===== src/rtl/sib_cdc_req_sched.sv =====
// Round-robin scheduler that shares one toggle-handshake CDC channel among
// NREQ requesters, with an optional acknowledge timeout and a recovery state.
module sib_cdc_req_sched #(
  parameter int NREQ    = 4,
  parameter int DW      = 32,
  parameter int TIMEOUT = 255
) (
  input  logic                      clk,
  input  logic                      rst,
  input  logic [NREQ-1:0]           req_vld,
  input  logic [NREQ*DW-1:0]        req_data,
  output logic [NREQ-1:0]           req_gnt,
  output logic [NREQ-1:0]           req_done,
  output logic [NREQ-1:0]           req_err,
  output logic [DW-1:0]             xfer_data,
  output logic                      xfer_tgl,
  input  logic                      ack_tgl_sync,
  output logic                      busy,
  output logic [$clog2(NREQ)-1:0]   owner
);

  localparam int OW = $clog2(NREQ);
  localparam int CW = (TIMEOUT > 0) ? $clog2(TIMEOUT + 1) : 1;
  localparam logic [CW-1:0] CNT_MAX = CW'(TIMEOUT);
  localparam bit TO_EN = (TIMEOUT != 0);

  typedef enum logic [1:0] {IDLE, WAIT, RECOV} state_t;

  state_t            state_q;
  logic [NREQ-1:0]   gnt_q;
  logic [NREQ-1:0]   done_q;
  logic [NREQ-1:0]   err_q;
  logic [DW-1:0]     xdata_q;
  logic              tgl_q;
  logic [OW-1:0]     owner_q;
  logic [CW-1:0]     cnt_q;

  logic              sel_vld_d;
  logic [OW-1:0]     sel_d;
  logic [DW-1:0]     sel_data_d;
  logic              ack_match;

  function automatic logic [NREQ-1:0] onehot(input logic [OW-1:0] i);
    onehot = '0;
    onehot[i] = 1'b1;
  endfunction

  // Search starts one past the last owner so every requester gets a turn.
  always_comb begin : rr_arb
    logic [OW-1:0] cand;
    sel_vld_d = 1'b0;
    sel_d     = owner_q;
    cand      = '0;
    for (int k = 1; k <= NREQ; k++) begin
      cand = OW'((int'(owner_q) + k) % NREQ);
      if (!sel_vld_d && req_vld[cand]) begin
        sel_vld_d = 1'b1;
        sel_d     = cand;
      end
    end
  end

  always_comb begin : data_mux
    sel_data_d = '0;
    for (int k = 0; k < NREQ; k++) begin
      if (sel_d == OW'(k)) sel_data_d = req_data[k*DW +: DW];
    end
  end

  // The far side has caught up once its acknowledge toggle equals ours.
  assign ack_match = (ack_tgl_sync == tgl_q);

  always_ff @(posedge clk or posedge rst) begin
    if (rst) begin
      state_q <= IDLE;
      gnt_q   <= '0;
      done_q  <= '0;
      err_q   <= '0;
      xdata_q <= '0;
      tgl_q   <= 1'b0;
      owner_q <= OW'(NREQ - 1);
      cnt_q   <= '0;
    end else begin
      gnt_q  <= '0;
      done_q <= '0;
      err_q  <= '0;
      case (state_q)
        IDLE: begin
          if (sel_vld_d) begin
            gnt_q   <= onehot(sel_d);
            xdata_q <= sel_data_d;
            tgl_q   <= ~tgl_q;
            owner_q <= sel_d;
            cnt_q   <= '0;
            state_q <= WAIT;
          end
        end
        WAIT: begin
          // An acknowledge in the timeout cycle still counts as success.
          if (ack_match) begin
            done_q  <= onehot(owner_q);
            state_q <= IDLE;
          end else if (TO_EN && (cnt_q == CNT_MAX)) begin
            err_q   <= onehot(owner_q);
            state_q <= RECOV;
          end else if (cnt_q != CNT_MAX) begin
            cnt_q <= cnt_q + 1'b1;
          end
        end
        RECOV: begin
          if (ack_match) state_q <= IDLE;
        end
        default: state_q <= IDLE;
      endcase
    end
  end

  assign req_gnt   = gnt_q;
  assign req_done  = done_q;
  assign req_err   = err_q;
  assign xfer_data = xdata_q;
  assign xfer_tgl  = tgl_q;
  assign owner     = owner_q;
  assign busy      = (state_q != IDLE);

endmodule


===== config.mk =====
export PLATFORM = sky130hd
export DESIGN_NAME = sib_cdc_req_sched
export DESIGN_NICKNAME = d
export VERILOG_FILES = /design/src/rtl/sib_cdc_req_sched.sv
export SDC_FILE = /design/constraint.sdc
export NUM_CORES = 1
export LEC_CHECK = 0
export ABC_AREA = 1
export BUFFER_PORTS_ARGS = -buffer_cell sky130_fd_sc_hd__buf_4
export CAP_MARGIN = 30
export CORE_ASPECT_RATIO = 2
export CORE_MARGIN = 5
export CORE_UTILIZATION = 35
export DETAILED_ROUTE_END_ITERATION = 10
export GPL_TIMING_DRIVEN = 0
export MAX_ROUTING_LAYER = met4
export PLACE_DENSITY = 0.69
export SLEW_MARGIN = 20
export SYNTH_ARGS = -nofsm -noshare
export SYNTH_HDL_FRONTEND = slang
export SYNTH_SLANG_ARGS = --single-unit

===== constraint.sdc =====
create_clock -name clk -period 3.2 [get_ports clk]
set_clock_uncertainty 0.15 [all_clocks]
set_input_delay 0.32 -clock clk [delete_from_list [all_inputs] [get_ports clk]]
set_output_delay 0.32 -clock clk [all_outputs]
set_load 0.01 [all_outputs]

==> results.txt, run 1 <==
Setup repair after global routing left no endpoint under its margin. The all-layer global routing usage is 21.90%. The fraction of post-synthesis cell area in the top cell type by area is 36.57%. For this design, the sink count on the clock tree is 57. STA classifies the critical path endpoint as a register. The die is 156.7 µm tall. After synthesis, flip-flops and latches occupy 37.97% of the total area. Detailed routing inserted a total of between 4,000 and 5,000 vias. The number of antenna diodes in the final layout is 0. The tightest hold margin is 0.06194 ns.

The clock insertion delay at the later pin of the skew report is 0.33 ns. The worst register-to-register path ends at xfer_data[1]$_DFFE_PP0P_. The detailed router's first-iteration violation count is around 160. Of all cell types, the one taking the most synthesized area is sky130_fd_sc_hd__dfrtp_1.

The total number of yosys warnings came out at 0. The total iterations of the first detailed-routing run came out at 5. Routability-driven placement finished with a final weighted congestion of 0.9174. The number of distinct library cell variants in the gate-level netlist after synthesis came out at 29. Combinational cells account for 73.4% of the total power. CTS placed an instance of sky130_fd_sc_hd__clkbuf_16 at the clock tree root. For this design the top-level I/O count stands at 183. Of the total power, registers draw 15.4%. The net switching power is 4.333 mW.

The routed design has 14,010 µm of wire. The clock transition at the registers of the reported paths is approximately 0.05 ns. The synthesized cell area came out at 3764 µm². Setup total negative slack on the finished layout was measured at 0 ns. The vias per cell came out at 4.903. Buffers placed on the I/O ports in this run total roughly 180. The worst-case setup margin in the final layout came out at 0.2852 ns.

The peak fanout along the critical path is 11. The data arrival at the endpoint of the critical path came out at 2.98 ns. The power per cell area is 1414 nW/µm². In this run the register-to-register setup slack is 0.29 ns. The number of nets handed over by synthesis was 682. The clock passes through at most 2 buffers. The cell depth of the worst hold path is 3. The startpoint of the worst hold path is req_data[112]. The maximum clock frequency came out at 343.1 MHz.

The total grt overflow is 0. Data on the critical path is required at its endpoint by 3.27 ns. The post-placement worst setup slack came out at 0.2219 ns. The deepest level of the CTS H-tree is 3. The final hold violation count is 0. The number of antenna-violating nets in the routed design is 0. The number of synthesized register bits came out at 57. The worst hold path terminates at xfer_data[16]$_DFFE_PP0P_. The finished layout holds slightly below 900 standard cells, fillers aside. After clock tree synthesis, the setup repair step added 0 buffers. The final layout contains 876 nets. Entering global routing, the biggest net connects 58 pins. Setup violations remaining at the end of the flow were counted as 0. The static leakage came out at slightly above 3 nW. The final worst-path cycle share is 91.09%. The total count of max-transition violations in the final report came out at 0. The mean area per synthesized cell is approximately 6.9 µm². The horizontal die dimension is 83.33 µm. The floorplan step defined a die boundary enclosing between 10,000 and 15,000 µm². The critical path in this run is classified as register to register.

The worst setup path is launched from a register. The pin slew with the least headroom to its limit is 0.7200 ns. The minimum period implied by the final worst setup slack came out at 2.915 ns. The core region area is 10,540 µm².

The initial antenna violation count is 0. The number of global-route vias before repair is around 4,400. Per report_power, the clock group accounts for 11.2% of the total.

The TritonCTS clock tree is done. The post-detailed-route wirelength per cell is 15.96 µm. The max-capacitance violation count is 0. The length in cells of the worst reg-to-reg path came out at 14. The worst voltage drop across the vdd grid is 1.175 mV.

The internal power of the cells totals ~3.6 mW. In the final layout, the share of cells above drive strength 1 is 33.60%. The post-route DRC violation count is 0. The layout overhead on the synthesized area is 48.50%. The number of buffers inserted during clock tree synthesis is 9. Synthesis produced 542 cells. The final standard cell utilization of the core is 53.01%. The detailed-placement wirelength estimate is 11,240 µm. The global-route wire length before repair is 21,740 µm.

The type of the worst min-delay path is input pin to register. The starting density of the core came out at approximately 36%. The worst slew slack as a fraction of its limit came out at 52.00%.

The startpoint identified for the worst register-to-register timing path is owner[0]$_DFFE_PP1P_. In this run switching power makes up 54.81% of total power. The run finished with clean final reports. After synthesis, the cell types taking the most area are sky130_fd_sc_hd__dfrtp_1, sky130_fd_sc_hd__nand2_1, sky130_fd_sc_hd__nand3_1, sky130_fd_sc_hd__o21ai_0, sky130_fd_sc_hd__inv_1. Once placement completed, the tool counted placed cells totaling around 860.

The standard-cell row count is 53.
[state kept, by name, indices dropped and copies added, names as in the netlist]
register and cells:
cnt_q 8, state_q 2, xfer_tgl 1, owner 2, req_gnt 4, xfer_data 32
req_done 4, req_err 4
[kinds of logic after synthesis]
kind of cell	share of synthesized area, %
buf+inv	10.34
fa+ha+maj	1.662
simple gates	41.19
compound gates	7.214
flops	37.97
xor+xnor	1.629
[synth_stat cells]
cell	instances
sky130_fd_sc_hd__buf_4	3
sky130_fd_sc_hd__o21bai_1	1
sky130_fd_sc_hd__nand3b_1	5
sky130_fd_sc_hd__nand2_1	156
sky130_fd_sc_hd__buf_6	5
sky130_fd_sc_hd__o21ai_0	47
sky130_fd_sc_hd__nor2_8	1
sky130_fd_sc_hd__inv_1	55
sky130_fd_sc_hd__buf_1	1
sky130_fd_sc_hd__buf_2	15
sky130_fd_sc_hd__nand3_1	109
sky130_fd_sc_hd__nor2_4	1
sky130_fd_sc_hd__clkbuf_1	2
sky130_fd_sc_hd__xor2_1	5
sky130_fd_sc_hd__nor3_1	6
sky130_fd_sc_hd__xnor2_1	2
sky130_fd_sc_hd__a21oi_2	1
sky130_fd_sc_hd__inv_2	2
sky130_fd_sc_hd__ha_1	5
sky130_fd_sc_hd__nand3_2	4
sky130_fd_sc_hd__nand4_1	3
sky130_fd_sc_hd__nand2_4	6
sky130_fd_sc_hd__nor2_1	37
sky130_fd_sc_hd__nand2_2	6
sky130_fd_sc_hd__a21oi_1	4
sky130_fd_sc_hd__dfrtp_1	55
sky130_fd_sc_hd__clkbuf_2	2
sky130_fd_sc_hd__dfstp_2	2
sky130_fd_sc_hd__nand3_4	1
[worst max path at each step]
stage | startpoint | slack [ns] | to | cells past startpoint
final | owner[0]$_DFFE_PP1P_ | 0.29 | xfer_data[1]$_DFFE_PP0P_ | 14
after global routing | owner[1]$_DFFE_PP1P_ | 0.07 | xfer_data[9]$_DFFE_PP0P_ | 12
after CTS | owner[0]$_DFFE_PP1P_ | 0.21 | xfer_data[7]$_DFFE_PP0P_ | 14
after detailed placement | owner[0]$_DFFE_PP1P_ | 0.22 | xfer_data[7]$_DFFE_PP0P_ | 14
after global placement | owner[0]$_DFFE_PP1P_ | 0.28 | xfer_data[0]$_DFFE_PP0P_ | 16
after floorplan | owner[0]$_DFFE_PP1P_ | 0.63 | xfer_data[27]$_DFFE_PP0P_ | 14
[worst max-delay path: stages (launching register included)]
cell	delay, ns
sky130_fd_sc_hd__dfstp_2	0.59
sky130_fd_sc_hd__inv_2	0.06
sky130_fd_sc_hd__buf_6	0.14
sky130_fd_sc_hd__ha_1	0.39
sky130_fd_sc_hd__inv_2	0.15
sky130_fd_sc_hd__nand3_1	0.09
sky130_fd_sc_hd__nand2_1	0.17
sky130_fd_sc_hd__nand3_2	0.12
sky130_fd_sc_hd__nand2_1	0.13
sky130_fd_sc_hd__nand2_2	0.16
sky130_fd_sc_hd__clkbuf_2	0.23
sky130_fd_sc_hd__o21ai_0	0.17
sky130_fd_sc_hd__nand3_1	0.09
sky130_fd_sc_hd__nand2_1	0.11
sky130_fd_sc_hd__nand2_1	0.06
[layout by cell type (no fill, tap or decap), drive strengths merged]
master       netlist  final
o21bai             1      1
nand4              3      3
dfstp              2      2
xor2               5      5
o21ai             47     47
clkinvlp           0      1
dfrtp             55     55
inv               57     57
xnor2              2      2
clkinv             0      4
ha                 5      5
nand3b             5      5
nand2            168    168
a21oi              5      5
buf               24    206
dlygate4sd3        0      1
clkbuf             4     15
nor2              39     39
nor3               6      6
nand3            114    114
[metrics by stage]
step	area, µm²	power (mW)
floorplan	3764	5.146
global placement	5301	6.874
detailed placement	5304	7.020
CTS	5588	7.934
global route	5589	8.668
finish	5589	7.904
[cell type report]
cell class	instances	area [µm²]
Clock buffer	11	242.7
Clock inverter	5	31.28
Multi-Input combinational cell	400	1946
Tap cell	137	171.4
Inverter	57	216.5
Buffer	28	176.4
Timing Repair Buffer	183	1376
Sequential cell	57	1429
Fill cell	1026	4955
[power groups by stage]
stage               clock network, mW  registers [mW]  logic, mW
floorplan                           0            1.31       3.84
global placement                    0            1.22       5.65
detailed placement                  0            1.23       5.79
CTS                             0.901            1.22       5.81
global route                    0.933            1.25       6.48
finish                          0.884            1.22       5.80
[metal layers]
layer,vias up,routed length (µm),share of wire (%),global-route usage [%]
met1,1968,4983,36,21.99
met4,0,580,4.1,11.15
met5,-,0,0,-
met3,44,715,5.1,3.741
li1,2126,-,-,-
met2,167,7733,55,40.28
[what timing repair did]
| action | 4_1_cts | 5_1_grt |
|---|---|---|
| endpoints found under the hold margin | 16 | 0 |
| endpoints found under the setup margin | 0 | 11 |
| resized for setup | 0 | 4 |
| hold buffers | 1 | 0 |
Note: power is estimated with default switching activity, not from simulation.
==> inputs of run 2 (changes only) <==
--- a/config.mk
+++ b/config.mk
@@ -6,15 +6,15 @@
 export NUM_CORES = 1
 export LEC_CHECK = 0
 export ABC_AREA = 1
-export BUFFER_PORTS_ARGS = -buffer_cell sky130_fd_sc_hd__buf_4
 export CAP_MARGIN = 30
 export CORE_ASPECT_RATIO = 2
-export CORE_MARGIN = 5
+export CORE_MARGIN = 2
 export CORE_UTILIZATION = 35
 export DETAILED_ROUTE_END_ITERATION = 10
+export DONT_BUFFER_PORTS = 1
 export GPL_TIMING_DRIVEN = 0
 export MAX_ROUTING_LAYER = met4
-export PLACE_DENSITY = 0.69
+export PLACE_DENSITY = 0.54
 export SLEW_MARGIN = 20
 export SYNTH_ARGS = -nofsm -noshare
 export SYNTH_HDL_FRONTEND = slang
==> results.txt, run 2 (synthesis gave the netlist of run 1 again) <==
The run finished with clean final reports. The total count of max-transition violations in the final report is 0 (unchanged). The all-layer global routing usage came out at 22.74% (+0.84 points).

The final worst-path cycle share is 90.84% (-0.25 points). The deepest level of the CTS H-tree came out at 3 (unchanged). The number of buffer cells added on primary ports came out at 0 (-100%).

The worst slew slack as a fraction of its limit was 66.00% (+14 points). The horizontal die dimension came out at 77.33 µm (-7.2%). The minimum period implied by the final worst setup slack is 2.907 ns (-0.008018 ns). The floorplan die area came out at 11,650 µm² (-11%).

The number of buffers inserted during clock tree synthesis came out at 9 (unchanged). The data arrival at the endpoint of the critical path came out at 3.02 ns (+0.04 ns). The number of antenna-violating nets in the routed design is 0 (unchanged). The detailed-placement wirelength estimate is 9848 µm (-12%).

The total iterations of the first detailed-routing run is 5 (unchanged). STA classifies the critical path endpoint as a register. The path class of the tightest hold or removal check is input pin to register.

The TritonCTS clock tree is done. The final hold violation count was 0 (unchanged). Compared with the post-synthesis result, the final layout area differs by 14.86%. The largest net degree at the start of global routing came out at 57 (-1.7%). The starting density of the core came out at 35.92% (+0.23 points). The post-route DRC violation count came to 0 (unchanged). The vertical die dimension came out at 150.7 µm (-3.8%). The pin slew with the least headroom to its limit came to 0.5101 ns (-0.2099 ns).

The library cells used most frequently in the layout, excluding fill and tap cells, are sky130_fd_sc_hd__nand2_1, sky130_fd_sc_hd__nand3_1, sky130_fd_sc_hd__dfrtp_1, sky130_fd_sc_hd__inv_1, sky130_fd_sc_hd__o21ai_0. The flip-flop count of the largest register, all copies and words added came to 32 (unchanged). The vias per cell came to 5.217 (+6.4%). The core region area came out at 10,480 µm² (-0.63%). The total wire length was 12,670 µm (-9.6%). Setup repair after global routing left no endpoint under its margin. The sum of negative setup slack is 0 ns (unchanged).

The number of fill cells came out at 1,153 (+12%). The critical path required time came out at 3.32 ns (+0.05 ns). The detailed router's first-iteration violation count came out at 186 (+13%).

The fraction of layout cells with a size suffix above 1 was 11.86% (-22 points). The global-route wire length before repair is 19,420 µm (-11%). The overall via count from detail_route came out at 3,662 (-15%). By startpoint and endpoint, the worst setup path is classified as register to register. The setup violation total in the final timing report was 0 (unchanged). The peak fanout along the critical path is 11 (unchanged). The maximum buffer depth of the clock tree came to 2 (unchanged). The post-detailed-route wirelength per cell came out at 18.04 µm (+13%). The number of buffers added for setup after CTS is 0 (unchanged). The clock transition at the registers of the reported paths came out at 0.05 ns (about the same). The total grt overflow came out at 0 (unchanged). The initial antenna violation count came out at 0 (unchanged). The top-level port count is 183 (unchanged). The clock insertion delay at the later pin of the skew report is 0.33 ns (about the same). STA classifies the critical path startpoint as a register. The library cell used most frequently in the layout, excluding fill and tap cells, is sky130_fd_sc_hd__nand2_1. The maximum clock frequency came out at 344.0 MHz (+0.28%). The global placer's final weighted congestion came out at 0.9077 (-1.1%). The number of clock sinks was 57 (unchanged).

The max-capacitance violation count was 0 (unchanged). The number of antenna cells inserted is 0 (unchanged). The number of global-route vias before repair is 3,634 (-17%). The post-layout net count came to 700 (-20%). The standard-cell row count is 53 (unchanged).

The root buffer cell chosen for the clock tree is sky130_fd_sc_hd__clkbuf_16.
==> run 2: area by class of cell <==
class / count / area (µm²) / area share [%]
multi-input cells: 400 / 1951 / 45.12
flip-flops and latches: 57 / 1429 / 33.05
clock buffers: 13 / 250.2 / 5.789
inverters: 57 / 216.5 / 5.007
plain buffers: 28 / 177.7 / 4.110
well taps: 137 / 171.4 / 3.965
repair buffers: 7 / 87.58 / 2.026
clock inverters: 3 / 40.04 / 0.9262
==> run 2: path summary, 6_finish.rpt <==
check	startpoint	end	slack (ns)	cells past startpoint
hold / removal	req_data[117]	xfer_data[21]$_DFFE_PP0P_	0.05	4
max in group asynchronous	rst	owner[1]$_DFFE_PP1P_	2.20	3
min in group asynchronous	rst	xfer_data[29]$_DFFE_PP0P_	0.19	2
hold reg to reg	cnt_q[4]$_DFFE_PP0P_	cnt_q[4]$_DFFE_PP0P_	0.38	2
setup / recovery	owner[0]$_DFFE_PP1P_	xfer_data[8]$_DFFE_PP0P_	0.29	14
setup reg to reg	owner[0]$_DFFE_PP1P_	xfer_data[8]$_DFFE_PP0P_	0.29	14
==> run 2: critical path, stage by stage, from the launching register on <==
cell and delay (ns):
sky130_fd_sc_hd__dfstp_2 0.62, sky130_fd_sc_hd__inv_2 0.06, sky130_fd_sc_hd__buf_6 0.15, sky130_fd_sc_hd__ha_2 0.39, sky130_fd_sc_hd__inv_2 0.09, sky130_fd_sc_hd__nand3_4 0.11
sky130_fd_sc_hd__nand2_4 0.07, sky130_fd_sc_hd__nor2_4 0.15, sky130_fd_sc_hd__nand3_1 0.13, sky130_fd_sc_hd__nand2_4 0.19, sky130_fd_sc_hd__clkbuf_1 0.34, sky130_fd_sc_hd__o21ai_0 0.19
sky130_fd_sc_hd__nand3_1 0.11, sky130_fd_sc_hd__nand2_1 0.05, sky130_fd_sc_hd__nand2_1 0.05
==> run 2: what timing repair did <==
item,CTS,global route
gates resized for setup,0,4
endpoints found under the setup margin,0,19
endpoints found under the hold margin,60,0
hold buffers,6,0
==> run 2: routing by layer <==
metal  part of all wire, %  up-vias  wire length (µm)  GRT usage (%)
met2                    55      160              6967          41.78
met4                   3.6        0               454          10.54
met1                    36     1685              4552          22.68
met5                     0        -                 0              -
li1                      -     1782                 -              -
met3                   5.5       35               691          4.796
==> run 2: metrics by stage <==
stage | setup slack (ns) | area [µm²] | utilization (%) | instances | hold WS (ns)
finish | 0.2932 | 4323 | 41.26 | 702 | 0.04911
detailed placement | 0.1315 | 3965 | 37.84 | 680 | -0.08727
global route | 0.03642 | 4323 | 41.26 | 702 | 0.05224
floorplan | 0.6304 | 3764 | - | 542 | 0.3029
global placement | 0.1690 | 3935 | 37.56 | 679 | 0.3069
CTS | 0.1213 | 4315 | 41.19 | 702 | 0.03667
Power of run 2 is not shown: default switching activity piles up to over one toggle a cycle in this logic, so the estimate is an artifact.
==> inputs of run 3 (changes only) <==
--- a/config.mk
+++ b/config.mk
@@ -14,7 +14,7 @@
 export DONT_BUFFER_PORTS = 1
 export GPL_TIMING_DRIVEN = 0
 export MAX_ROUTING_LAYER = met4
-export PLACE_DENSITY = 0.54
+export PLACE_DENSITY = 0.46
 export SLEW_MARGIN = 20
 export SYNTH_ARGS = -nofsm -noshare
 export SYNTH_HDL_FRONTEND = slang
==> results.txt, run 3 (synthesis gave the netlist of run 1 again) <==
The met3 routed wirelength came out at 690 µm (-0.14%). The core region area is 10,480 µm² (unchanged). The number of clock sinks came out at 57 (unchanged). The detailed router's first-iteration violation count is 183 (-1.6%). The vias per cell is 5.168 (-0.92%). The peak per-stage delay on the critical path was 0.63 ns (about the same). The post-detailed-route wirelength per cell is 18.17 µm (+0.71%). The data arrival at the endpoint of the critical path came to 3.09 ns (+0.07 ns). The post-layout net count is 700 (unchanged). The fraction of layout cells with a size suffix above 1 is 12.23% (+0.38 points). The all-layer global routing usage came out at 23.32% (+0.57 points). The final hold violation count came out at 0 (unchanged). The initial antenna violation count was 0 (unchanged). The number of buffers added for setup after CTS is 0 (unchanged). The post-route DRC violation count was 0 (unchanged).

The worst slew slack as a fraction of its limit is 68.97% (+3.0 points). In this run the top signal layer used is met4. The total count of max-transition violations in the final report came to 0 (unchanged). On the critical path, the stage with the largest delay is an instance of sky130_fd_sc_hd__dfstp_2. The routed wire length on met2 is 7366 µm (+5.7%).

The starting density of the core is 35.92% (unchanged). The detailed-placement wirelength estimate is 10,110 µm (+2.6%). The clock transition at the registers of the reported paths is 0.05 ns (about the same). The max-capacitance violation count came out at 0 (unchanged).

The library cell used most frequently in the layout, excluding fill and tap cells, is sky130_fd_sc_hd__nand2_1. The global-route wire length before repair came to 19,870 µm (+2.3%). The critical path required time came to 3.32 ns (about the same). The peak fanout along the critical path came out at 11 (unchanged).

The global placer's final weighted congestion came out at 0.8234 (-9.3%). The number of buffer cells added on primary ports came out at 0 (unchanged). The post-route met1 wirelength came out at 4367 µm (-4.1%).

The largest net degree at the start of global routing is 55 (-3.5%). Setup repair after global routing left no endpoint under its margin. The worst path buffer plus inverter count is 5 (+1).

The flip-flop count of the largest register, all copies and words added was 32 (unchanged). The pin slew with the least headroom to its limit is 0.4655 ns (-0.04455 ns). The root buffer cell chosen for the clock tree is sky130_fd_sc_hd__clkbuf_16. TritonCTS built the clock tree. The final standard cell utilization of the core is 41.18% (-0.084 points). The total wire length came out at 12,740 µm (+0.57%). The clock insertion delay at the later pin of the skew report is 0.33 ns (about the same). The number of global-route vias before repair was 3,834 (+5.5%). Leaving out fill and tap cells, the most frequent cells in the layout are sky130_fd_sc_hd__nand2_1, sky130_fd_sc_hd__nand3_1, sky130_fd_sc_hd__dfrtp_1, sky130_fd_sc_hd__inv_1, sky130_fd_sc_hd__o21ai_0. The total iterations of the first detailed-routing run came out at 4 (-1). The top-level port count is 183 (unchanged). The deepest level of the CTS H-tree is 3 (unchanged).

The endpoint kind of the worst setup timing path is a register. The vertical die dimension came out at 150.7 µm (unchanged). The number of buffers inserted during clock tree synthesis is 9 (unchanged). The horizontal die dimension came out at 77.33 µm (unchanged).

The total grt overflow is 0 (unchanged). The number of antenna cells inserted came out at 0 (unchanged). The min-delay analysis places its worst path in the category input pin to register. The maximum buffer depth of the clock tree came out at 2 (unchanged). The final worst-path cycle share came out at 92.64% (+1.8 points). The signal on the critical path passes through inv_2, buf_6, ha_1, inv_2, nand3_4, nand2_4, nor2_4, nand3_2, nand2_4, buf_6, clkbuf_1, nand2_1, nand2_1.

The number of fill cells came out at 1,160 (+0.61%). The maximum clock frequency is 337.3 MHz (-1.9%). The flow ran to the end, and the final reports show no timing, DRC or antenna violations. The worst setup path is launched from a register. The overall via count from detail_route came out at 3,623 (-1.1%). The number of antenna-violating nets in the routed design came to 0 (unchanged). The sum of negative setup slack came to 0 ns (unchanged).

The minimum period implied by the final worst setup slack is 2.965 ns (+0.05775 ns). The cell family contributing the most delay on the critical path is buffers and inverters. The standard-cell row count is 53 (unchanged).

Compared with the post-synthesis result, the final layout area differs by 14.63%. The setup violation total in the final timing report is 0 (unchanged). The worst setup path is of the register to register kind. The floorplan die area came out at 11,650 µm² (unchanged).
## run 3: cell types whose count changed in the layout (fill, tap and decap cells not counted), sizes merged
cell	previous run	this run
buf	24	26
clkinvlp	0	2
clkbuf	18	12
clkinv	2	3
## run 3: worst min-delay path: stages
cell and delay [ns]:
sky130_fd_sc_hd__nand2_1 0.03, sky130_fd_sc_hd__nand2_1 0.05, sky130_fd_sc_hd__inv_1 0.03, sky130_fd_sc_hd__nand2_1 0.05
## run 3: cell type report
cell class                 count  area (µm²)  area share (%)
multi-input combinational    400        1948           45.16
buffer                        28       176.4           4.089
sequential                    57        1429           33.12
clock buffer                   9       225.2           5.220
timing repair buffer           7       87.58           2.030
tap                          137       171.4           3.973
clock inverter                 6       60.06           1.392
inverter                      57       216.5           5.017
## run 3: routing by layer
metal  vias to the layer above  global-route usage, %
li1                       1784                      -
met1                      1658                  22.72
met2                       160                  44.22
met3                        21                  4.017
met4                         0                  10.54
met5                         -                      -
## run 3: repair_timing
| action | CTS | global route |
|---|---|---|
| endpoints found under the setup margin | 0 | 27 |
| resized for setup | 0 | 5 |
| hold buffers | 6 | 0 |
| hold endpoints to repair | 60 | 0 |
## run 3: path summary, 6_finish.rpt
| path | startpoint | endpoint | slack [ns] | depth (start not counted) |
|---|---|---|---|---|
| max in group asynchronous | rst | owner[1]$_DFFE_PP1P_ | 2.19 | 3 |
| min reg2reg | cnt_q[4]$_DFFE_PP0P_ | cnt_q[4]$_DFFE_PP0P_ | 0.39 | 2 |
| max | owner[0]$_DFFE_PP1P_ | xfer_data[7]$_DFFE_PP0P_ | 0.24 | 13 |
| min in group asynchronous | rst | xfer_data[9]$_DFFE_PP0P_ | 0.19 | 2 |
| min | req_data[120] | xfer_data[24]$_DFFE_PP0P_ | 0.03 | 4 |
| max reg2reg | owner[0]$_DFFE_PP1P_ | xfer_data[7]$_DFFE_PP0P_ | 0.24 | 13 |
## run 3: per-stage QoR
| step | hold WS (ns) | instance area [µm²] | cells | worst slack, ns |
|---|---|---|---|---|
| 3_3_place_gp | 0.3073 | 3935 | 679 | 0.1772 |
| 4_1_cts | 0.02656 | 4310 | 701 | 0.1139 |
| 5_1_grt | 0.04706 | 4314 | 701 | 0.01422 |
| 6_report | 0.03439 | 4314 | 701 | 0.2355 |
| 3_5_place_dp | -0.07162 | 3965 | 680 | 0.1193 |
| 2_1_floorplan | 0.3029 | 3764 | 542 | 0.6304 |
Power of run 3 is left out for the same reason.
